File: src/rtl/relm_ps2_rx.sv
// ----------------------------------------------------------------------------
// relm_ps2_rx
//   Hardware PS/2 receive stage for the relm keyboard pop port. The raw PS/2
//   clock and data pins are synchronised and glitch-filtered. Each 11-bit
//   device-to-host frame is deserialised and its start, parity and stop bits
//   are checked. Received bytes are queued in a show-ahead FIFO that the CPU
//   drains through a standard relm pop-port pair.
//
// Ports
//   clk            system clock
//   rst            synchronous reset, active-high
//   ps2_clk_in     raw PS/2 clock pin (asynchronous)
//   ps2_dat_in     raw PS/2 data pin (asynchronous)
//   pop_d_in       pop request from relm; bit WD is the pop strobe
//   pop_q_out      {retry(empty), zeros, ovf, perr, byte[7:0]}
//   frame_err_out  one-cycle pulse on a bad stop bit or a mid-frame timeout
// ----------------------------------------------------------------------------
module relm_ps2_rx #(
   parameter int WD      = 32,
   parameter int WAD     = 4,
   parameter int WF      = 8,
   parameter int TIMEOUT = 50000
) (
   input  logic          clk,
   input  logic          rst,
   input  logic          ps2_clk_in,
   input  logic          ps2_dat_in,
   input  logic [WD:0]   pop_d_in,
   output logic [WD:0]   pop_q_out,
   output logic          frame_err_out
);

   localparam int TW = $clog2(TIMEOUT);
   localparam logic [0:0] ST_IDLE = 1'b0;
   localparam logic [0:0] ST_RECV = 1'b1;

   // ---------------- input path: synchroniser + hysteresis filter ----------
   logic [1:0]    clk_s_q, clk_s_d, dat_s_q, dat_s_d;
   logic [WF-1:0] clk_sh_q, clk_sh_d, dat_sh_q, dat_sh_d;
   logic          clk_f_q, clk_f_d, dat_f_q, dat_f_d;

   // ---------------- receiver ----------------------------------------------
   logic [0:0]    state_q, state_d;
   logic [3:0]    bitcnt_q, bitcnt_d;
   logic [9:0]    shift_q, shift_d;
   logic [TW-1:0] tmo_q, tmo_d;
   logic          wr_q, wr_d;
   logic [8:0]    wr_data_q, wr_data_d;
   logic          err_q, err_d;
   logic          fall, sample, perr;

   // ---------------- FIFO --------------------------------------------------
   logic [WAD:0]  wr_ptr_q, wr_ptr_d, rd_ptr_q, rd_ptr_d;
   logic          ovf_q, ovf_d;
   logic [8:0]    mem_q [2**WAD];
   logic          empty, full, pop_go, wr_go;
   logic [8:0]    head;

   // Lower pop-request bits carry no meaning for this port.
   logic          unused_bits;
   assign unused_bits = ^{pop_d_in[WD-1:0], shift_q[0]};

   always_comb begin
      // NOTE: every always_comb output gets a default first so no path leaves
      // it unassigned; otherwise synthesis infers a latch.
      clk_s_d  = {clk_s_q[0], ps2_clk_in};
      dat_s_d  = {dat_s_q[0], ps2_dat_in};
      clk_sh_d = {clk_sh_q[WF-2:0], clk_s_q[1]};
      dat_sh_d = {dat_sh_q[WF-2:0], dat_s_q[1]};
      // Filtered level moves only when the whole window agrees, else holds.
      clk_f_d  = (&clk_sh_q) ? 1'b1 : (~|clk_sh_q) ? 1'b0 : clk_f_q;
      dat_f_d  = (&dat_sh_q) ? 1'b1 : (~|dat_sh_q) ? 1'b0 : dat_f_q;
   end

   // A fall is the cycle in which the filtered clock commits from 1 to 0.
   assign fall   = clk_f_q & ~clk_f_d;
   assign sample = dat_f_q;
   // After nine shifts: [8:1] = data (bit 0 at [1]), [9] = parity.
   assign perr   = ~(^shift_q[8:1] ^ shift_q[9]);

   always_comb begin
      state_d   = state_q;
      bitcnt_d  = bitcnt_q;
      shift_d   = shift_q;
      tmo_d     = tmo_q;
      wr_d      = 1'b0;
      wr_data_d = wr_data_q;
      err_d     = 1'b0;
      if (state_q == ST_IDLE) begin
         tmo_d = '0;
         if (fall && !sample) begin
            state_d  = ST_RECV;
            bitcnt_d = 4'd1;
         end
      end else if (tmo_q == TW'(TIMEOUT - 1)) begin
         // Timeout wins over a coincident fall; the partial frame is dropped.
         state_d  = ST_IDLE;
         bitcnt_d = 4'd0;
         tmo_d    = '0;
         err_d    = 1'b1;
      end else if (fall) begin
         tmo_d = '0;
         if (bitcnt_q == 4'd10) begin
            state_d  = ST_IDLE;
            bitcnt_d = 4'd0;
            if (sample) begin
               wr_d      = 1'b1;
               wr_data_d = {perr, shift_q[8:1]};
            end else begin
               err_d = 1'b1;
            end
         end else begin
            shift_d  = {sample, shift_q[9:1]};
            bitcnt_d = bitcnt_q + 4'd1;
         end
      end else begin
         tmo_d = tmo_q + TW'(1);
      end
   end

   assign empty  = (wr_ptr_q == rd_ptr_q);
   assign full   = (wr_ptr_q[WAD] != rd_ptr_q[WAD]) &&
                   (wr_ptr_q[WAD-1:0] == rd_ptr_q[WAD-1:0]);
   assign pop_go = pop_d_in[WD] & ~empty;
   // A pop frees the head slot in the same cycle, so a full FIFO still accepts.
   assign wr_go  = wr_q & (~full | pop_go);
   assign head   = mem_q[rd_ptr_q[WAD-1:0]];

   always_comb begin
      wr_ptr_d = wr_ptr_q + (WAD+1)'(wr_go);
      rd_ptr_d = rd_ptr_q + (WAD+1)'(pop_go);
      ovf_d    = ovf_q;
      if (wr_q && !wr_go) ovf_d = 1'b1;
      else if (pop_go)    ovf_d = 1'b0;
   end

   always_ff @(posedge clk) begin
      // NOTE: state updates use <= so every flop samples pre-edge values,
      // independent of the order statements appear in.
      if (rst) begin
         clk_s_q   <= '1;
         dat_s_q   <= '1;
         clk_sh_q  <= '1;
         dat_sh_q  <= '1;
         clk_f_q   <= 1'b1;
         dat_f_q   <= 1'b1;
         state_q   <= ST_IDLE;
         bitcnt_q  <= '0;
         shift_q   <= '0;
         tmo_q     <= '0;
         wr_q      <= 1'b0;
         wr_data_q <= '0;
         err_q     <= 1'b0;
         wr_ptr_q  <= '0;
         rd_ptr_q  <= '0;
         ovf_q     <= 1'b0;
      end else begin
         clk_s_q   <= clk_s_d;
         dat_s_q   <= dat_s_d;
         clk_sh_q  <= clk_sh_d;
         dat_sh_q  <= dat_sh_d;
         clk_f_q   <= clk_f_d;
         dat_f_q   <= dat_f_d;
         state_q   <= state_d;
         bitcnt_q  <= bitcnt_d;
         shift_q   <= shift_d;
         tmo_q     <= tmo_d;
         wr_q      <= wr_d;
         wr_data_q <= wr_data_d;
         err_q     <= err_d;
         wr_ptr_q  <= wr_ptr_d;
         rd_ptr_q  <= rd_ptr_d;
         ovf_q     <= ovf_d;
      end
   end

   // NOTE: storage is not reset; the pointers alone define which entries are
   // valid, and leaving the array reset-free lets it map onto RAM.
   always_ff @(posedge clk) begin
      if (wr_go) mem_q[wr_ptr_q[WAD-1:0]] <= wr_data_q;
   end

   assign pop_q_out     = {empty, {(WD-10){1'b0}}, ovf_q, empty ? 9'd0 : head};
   assign frame_err_out = err_q;

endmodule
File: config.mk
export PLATFORM = sky130hd
export DESIGN_NAME = relm_ps2_rx
export DESIGN_NICKNAME = d
export VERILOG_FILES = /design/src/rtl/relm_ps2_rx.sv
export SDC_FILE = /design/constraint.sdc
export NUM_CORES = 1
export LEC_CHECK = 0
export CAP_MARGIN = 20
export CORE_ASPECT_RATIO = 2
export CORE_MARGIN = 4
export CORE_UTILIZATION = 60
export CTS_CLUSTER_SIZE = 14
export DETAILED_ROUTE_END_ITERATION = 10
export PLACE_DENSITY = 0.82
export SKIP_LAST_GASP = 1
export SLEW_MARGIN = 20
export SYNTH_ARGS = -nofsm -noshare
export SYNTH_HDL_FRONTEND = slang
export SYNTH_SLANG_ARGS = --single-unit
File: constraint.sdc
create_clock -name clk -period 5.94 [get_ports clk]
set_input_delay 0.594 -clock clk [delete_from_list [all_inputs] [get_ports clk]]
set_output_delay 0.594 -clock clk [all_outputs]
set_load 0.01 [all_outputs]
==> results.py, run 1 <==
metrics = {
    "pwr": {
        "internal_power_mw": 2.214,
        "netSwitchingFraction_pct": 18.57,
        "power_frac_seq_pct": 58.8,
        "ir_drop_mv": 0.3304,
        "fin_total_pwr_mw": 2.719,
        "comb_power_share_pct": 0.6,
        "power.switching_mw": 0.5048,
        "clkPwrFrac_pct": 40.5,
        "p_leak_nw": 3.140,
        "power_density_nw_per_um2": 286.8,
    },
    "cells_and_area": {
        "drive_above_1_share_pct": 16.17,
        "diodes": 0,
        "fill_cells": 997,
        "seqCellArea_um2": 5807,
        "utilization_pct": 66.40,
        "multiInputGateArea_um2": 2685,
        "final_nets": 632,
        "stdcell_count": 792,
        "areaGrowthSynthToFinish_pct": 8.774,
    },
    "drt": {
        "vias": 4660,
        "ant_nets": 0,
        "drc": 0,
        "wire_per_inst_um": 20.20,
        "drt-total-wl_um": 16000,
        "drt_pass1_iterations": 5,
        "viasPerCell": 5.884,
        "drt_first_iter_violations": 377,
    },
    "clock_network": {
        "htreeDepth": 1,
        "ctsLongestPathBuffers": 3,
        "cts_made_buffers": 19,
        "clockRootBuffer": "clkbuf_16",
        "postCtsResizedCells": 0,
        "hold_buffers": 0,
        "cts_tree": "done",
        "post_cts_buffers": 0,
        "cts.sinks": 218,
        "clkTransAtPathRegs_ns": 0.06,
        "insertion_delay_ns": 0.47,
    },
    "timing": {
        "finalCritPeriodShare_pct": 69.63,
        "rsz0062_at_grt": "false",
        "fin_crit_ns": 4.136,
        "skew_ns": 0.006568,
        "final-setup-viol-count": 0,
        "hold_viol_final": 0,
        "tightest_slew_ns": 1.123,
        "relSlewSlack_pct": 24.84,
        "max_freq_ghz": 0.2418,
        "hold_ws_ns": 0.4280,
        "finalMaxSlewViolations": 0,
        "final.setup.tns_ns": 0,
    },
    "floorplan": {
        "die_w_um": 93.21,
        "num_rows": 62,
        "ios": 71,
        "die_y_um": 178.4,
        "start_util_pct": 61.04,
        "core_um2": 14270,
        "die-area_um2": 16630,
    },
    "min_path": {
        "hp-class": "reg -> reg",
        "worstHoldEndpoint": "dat_sh_q[0]",
        "min_path_cells": 1,
        "worstHoldStart": "dat_s_q[1]",
    },
    "global_routing": {
        "grt_pass1_vias": 4857,
        "grt_max_degree": 60,
        "overflow": 0,
        "grt_usage_pct": 20.36,
        "grt_antenna_before_repair": 0,
        "grt_pass1_wl_um": 25970,
    },
    "setup_path": {
        "r2r_slack_ns": 2.63,
        "crit_fanout": 23,
        "r2r_end": "mem_q[3][7]",
        "reg2reg_from": "rd_ptr_q[1]",
        "worstSetupStartpoint": "rd_ptr_q[0]",
        "worstSetupEndpointType": "primary output",
        "worst_ep_required_time_ns": 5.35,
        "arrival_ns": 3.54,
        "cp-start-kind": "flip-flop",
        "critPathKind": "reg -> out",
        "ff2ff_path_depth": 6,
    },
    "synthesis": {
        "yosysSeqAreaShare_pct": 66.63,
        "yosysMostFrequentCell": "edfxtp_1",
        "yosys.cell_types.count": 46,
        "postSynthAreaPerCell_um2": 15.13,
        "synth-edff-count": 144,
        "ys_ff_latch": 218,
        "netlist.area_leader.share_pct": 49.63,
        "synthArstFlopShare_pct": 0,
        "yosys-top-cells-area": "edfxtp_1 (50%), dfxtp_1 (17%), mux4_2 (12%)",
        "syn_inst": 576,
        "synth_ff_type": "edfxtp_1",
        "synth.top_cells.by_count": "edfxtp_1 (144), dfxtp_1 (74), nor2_1 (51)",
        "synth_warnings": 0,
        "synth_area_leader_cell": "edfxtp_1",
        "synth.cell_area_um2": 8713,
    },
    "place": {
        "dp_hpwl_um": 10860,
        "gp_congestion": 0.8316,
        "port-buffer-count": 16,
        "dp.cells": 759,
    },
    "flow_run": {
        "cap_violations": 0,
    },
    "run_status": {
        "status": "completed",
    },
}
==> through the flow <==
stage | setup WS (ns) | cell area (µm²)
floorplan | 3.329 | 8792
global placement | 2.247 | 8940
detailed placement | 2.231 | 8940
CTS | 1.733 | 9478
global route | 1.569 | 9478
finish | 1.804 | 9478
==> flip-flops by register name, summed over array words and instances, names as in the netlist <==
signal / flops
mem_q: 144
shift_q: 9
dat_sh_q: 8
wr_ptr_q: 5
bitcnt_q: 4
dat_s_q: 2
clk_f_q: 1
wr_q: 1
rd_ptr_q: 5
state_q: 1
clk_s_q: 2
frame_err_out: 1
tmo_q: 16
ovf_q: 1
clk_sh_q: 8
dat_f_q: 1
wr_data_q: 9
==> area by class of cell <==
class | count | share of cell area, %
multi-input cells | 322 | 28.33
flip-flops and latches | 218 | 61.27
well taps | 192 | 2.535
clock buffers | 33 | 5.677
repair buffers | 19 | 1.875
inverters | 8 | 0.3168
==> power by group through the flow <==
stage / registers (mW) / clock network, mW / logic [mW]
5_1_grt: 1.60 / 1.18 / 0.0197
3_5_place_dp: 1.63 / 0 / 0.0168
3_3_place_gp: 1.63 / 0 / 0.0162
2_1_floorplan: 1.63 / 0 / 0.0239
4_1_cts: 1.60 / 1.12 / 0.0171
6_report: 1.60 / 1.10 / 0.0175
==> critical path: stages, from the launching register on <==
cell	delay (ns)
dfxtp_2	0.85
buf_4	0.44
mux4_2	0.56
mux4_2	0.53
nor2b_1	0.15
clkdlybuf4s50_1	0.50
==> kinds of logic (layout without fill, tap and decap cells) <==
kind of cell | count (synthesis) | count (layout) | share of synthesized area, %
AOI/OAI and AO/OA | 40 | 40 | 2.815
xor gates and xnor gates | 32 | 32 | 3.374
adders and majority gates | 7 | 7 | 1.005
buffers and inverters | 57 | 60 | 3.633
DFF | 218 | 218 | 66.63
muxes | 54 | 54 | 12.67
other | 1 | 22 | 0.04304
and+or+nand+nor | 167 | 167 | 9.836
==> how the worst max path moves through the flow <==
stage / end / cells past startpoint
after floorplan: pop_q_out[0] / 5
after global placement: pop_q_out[8] / 5
after detailed placement: pop_q_out[8] / 5
after CTS: pop_q_out[0] / 5
after global routing: pop_q_out[0] / 5
final: pop_q_out[0] / 5
==> cell usage in the layout (no fill, tap or decap), drive strengths merged, types with 2 or more instances in the layout <==
cell	instances
or2	20
o211ai	2
nor2b	14
o21ai	14
nand3	26
inv	8
edfxtp	144
nor3	10
a21oi	14
mux4	45
dfxtp	74
and3	5
or3	2
nand4	10
ha	7
xor2	15
nand3b	3
clkbuf	33
nor2	51
buf	4
xnor2	16
clkdlybuf4s50	15
mux2i	9
nor4	5
conb	22
or4	2
nand2b	3
nand2	13
==> layer usage <==
metal,wire (µm),GRT usage (%),vias to the layer above
met4,396,6.911,0
li1,-,-,2134
met3,580,2.448,39
met1,5676,22.93,2338
met5,0,0,-
met2,9342,39.06,149
(Power assumes the default switching activity.)
==> inputs of run 2 (changes only) <==
Settings changed: CORE_UTILIZATION 60 to 58, PLACE_DENSITY 0.82 to 0.8.
Clock period 5.94 ns to 3.89 ns, I/O delays scaled along.
==> results.py, run 2 (same netlist as run 1, synthesis figures left out) <==
metrics = {
    "setup_path": {
        "crit_buf_inv": 2,
        "arrival_ns": 2.93,
        "critPathKind": "reg -> out",
        "crit_fanout": 36,
        "worstPathCellList": "buf_4, mux4_2, mux4_2, nor2b_1, clkdlybuf4s50_1",
        "r2r_slack_ns": 1.32,
        "worstSetupEndpointType": "primary output",
        "cp-start-kind": "flip-flop",
        "critPathTopFamily": "buffers and inverters",
        "crit_slowest_cell": "clkdlybuf4s50_1",
        "reg2reg_from": "tmo_q[5]",
        "ff2ff_path_depth": 5,
        "path_common_cell": "mux4_2",
        "r2r_end": "wr_data_q[6]",
        "worst_ep_required_time_ns": 3.50,
        "cp_slowest_stage_delay_ns": 0.51,
    },
    "min_path": {
        "worstHoldStart": "clk_s_q[0]",
        "min_path_cells": 1,
        "hp-class": "reg -> reg",
        "worstHoldEndpoint": "clk_s_q[1]",
    },
    "clock_network": {
        "insertion_delay_ns": 0.48,
        "cts_tree": "done",
        "cts.sinks": 218,
        "cts_made_buffers": 19,
        "post_cts_buffers": 0,
        "htreeDepth": 1,
        "postCtsResizedCells": 0,
        "ctsLongestPathBuffers": 3,
        "hold_buffers": 0,
        "clockRootBuffer": "clkbuf_16",
        "clkTransAtPathRegs_ns": 0.07,
    },
    "timing": {
        "final.setup.tns_ns": 0,
        "rsz0062_at_grt": "false",
        "max_freq_ghz": 0.3017,
        "finalMaxSlewViolations": 0,
        "fin_crit_ns": 3.314,
        "hold_viol_final": 0,
        "hold_ws_ns": 0.4104,
        "final-setup-viol-count": 0,
        "tightest_slew_ns": 1.012,
        "finalCritPeriodShare_pct": 85.20,
        "worst_slack_ns": 0.5758,
        "relSlewSlack_pct": 32.30,
        "skew_ns": 0.008170,
    },
    "cells_and_area": {
        "final_cell_mix": "edfxtp_1 (144), dfxtp_1 (73), nor2_1 (51)",
        "fill_cells": 1098,
        "multiInputGateArea_um2": 2670,
        "stdcell_count": 806,
        "diodes": 0,
        "seqCellArea_um2": 5807,
        "layout_commonest_cell": "edfxtp_1",
        "final_nets": 643,
        "largest_reg_flops": 144,
        "drive_above_1_share_pct": 17.18,
        "areaGrowthSynthToFinish_pct": 9.635,
    },
    "pwr": {
        "p_leak_nw": 3.184,
        "fin_total_pwr_mw": 4.132,
        "power_density_nw_per_um2": 432.6,
        "ir_drop_mv": 0.3571,
    },
    "drt": {
        "drt_pass1_iterations": 4,
        "drc": 0,
        "ant_nets": 0,
        "drt_first_iter_violations": 345,
        "viasPerCell": 5.713,
        "vias": 4605,
        "wire_per_inst_um": 19.86,
        "drt-total-wl_um": 16010,
    },
    "place": {
        "dp.cells": 773,
        "gp_congestion": 0.8117,
        "pre_cts_slack_ns": 1.009,
        "port-buffer-count": 16,
        "dp_hpwl_um": 11060,
    },
    "floorplan": {
        "num_rows": 63,
        "core_um2": 14820,
        "die_y_um": 181.3,
        "die-area_um2": 17170,
        "die_w_um": 94.67,
        "start_util_pct": 58.80,
        "ios": 71,
    },
    "global_routing": {
        "grt_pass1_vias": 4914,
        "grt_max_degree": 60,
        "grt_usage_pct": 19.76,
        "overflow": 0,
        "grt_antenna_before_repair": 0,
        "grt_pass1_wl_um": 26010,
    },
    "flow_run": {
        "cap_violations": 0,
    },
    "run_status": {
        "status": "completed",
    },
}
==> run 2: cell type report <==
| class | instances | share of cell area [%] |
|---|---|---|
| sequential | 218 | 60.79 |
| multi-input combinational | 322 | 27.95 |
| clock buffer | 32 | 5.488 |
| timing repair buffer | 30 | 2.855 |
| tap | 195 | 2.554 |
| inverter | 8 | 0.3143 |
| clock inverter | 1 | 0.05239 |
==> run 2: metrics by stage <==
| stage | util, % | instance area [µm²] |
|---|---|---|
| after global routing | 64.46 | 9553 |
| final | 64.46 | 9553 |
| after CTS | 64.46 | 9553 |
| after detailed placement | 60.89 | 9024 |
| after global placement | 60.89 | 9024 |
| after floorplan | - | 8792 |
==> run 2: where the power goes <==
group / switching, mW / total, mW / internal [mW]
Clock: 0.749 / 1.66 / 0.915
Sequential: 0.00127 / 2.44 / 2.44
Combinational: 0.0202 / 0.0263 / 0.00612
==> run 2: worst max path at each step <==
stage                            from  cells after the start      endpoint
after floorplan           wr_ptr_q[1]                      6   mem_q[0][0]
after global placement    rd_ptr_q[1]                      5  pop_q_out[3]
after detailed placement  rd_ptr_q[1]                      5  pop_q_out[3]
after CTS                 rd_ptr_q[1]                      5  pop_q_out[3]
after global routing      rd_ptr_q[1]                      5  pop_q_out[3]
final                     rd_ptr_q[1]                      5  pop_q_out[3]
==> run 2: routing by layer <==
metal / up-vias / part of all wire (%) / GRT usage, %
li1: 2151 / - / -
met5: - / 0 / 0
met3: 32 / 2.9 / 2.292
met2: 80 / 59 / 37.95
met4: 0 / 2.9 / 6.593
met1: 2342 / 35 / 21.76
==> inputs of run 3 (changes only) <==
Settings changed: CAP_MARGIN 20 to not set.
==> results of run 3 <==
Final layout, timing and power as in run 2 (identical DEF).
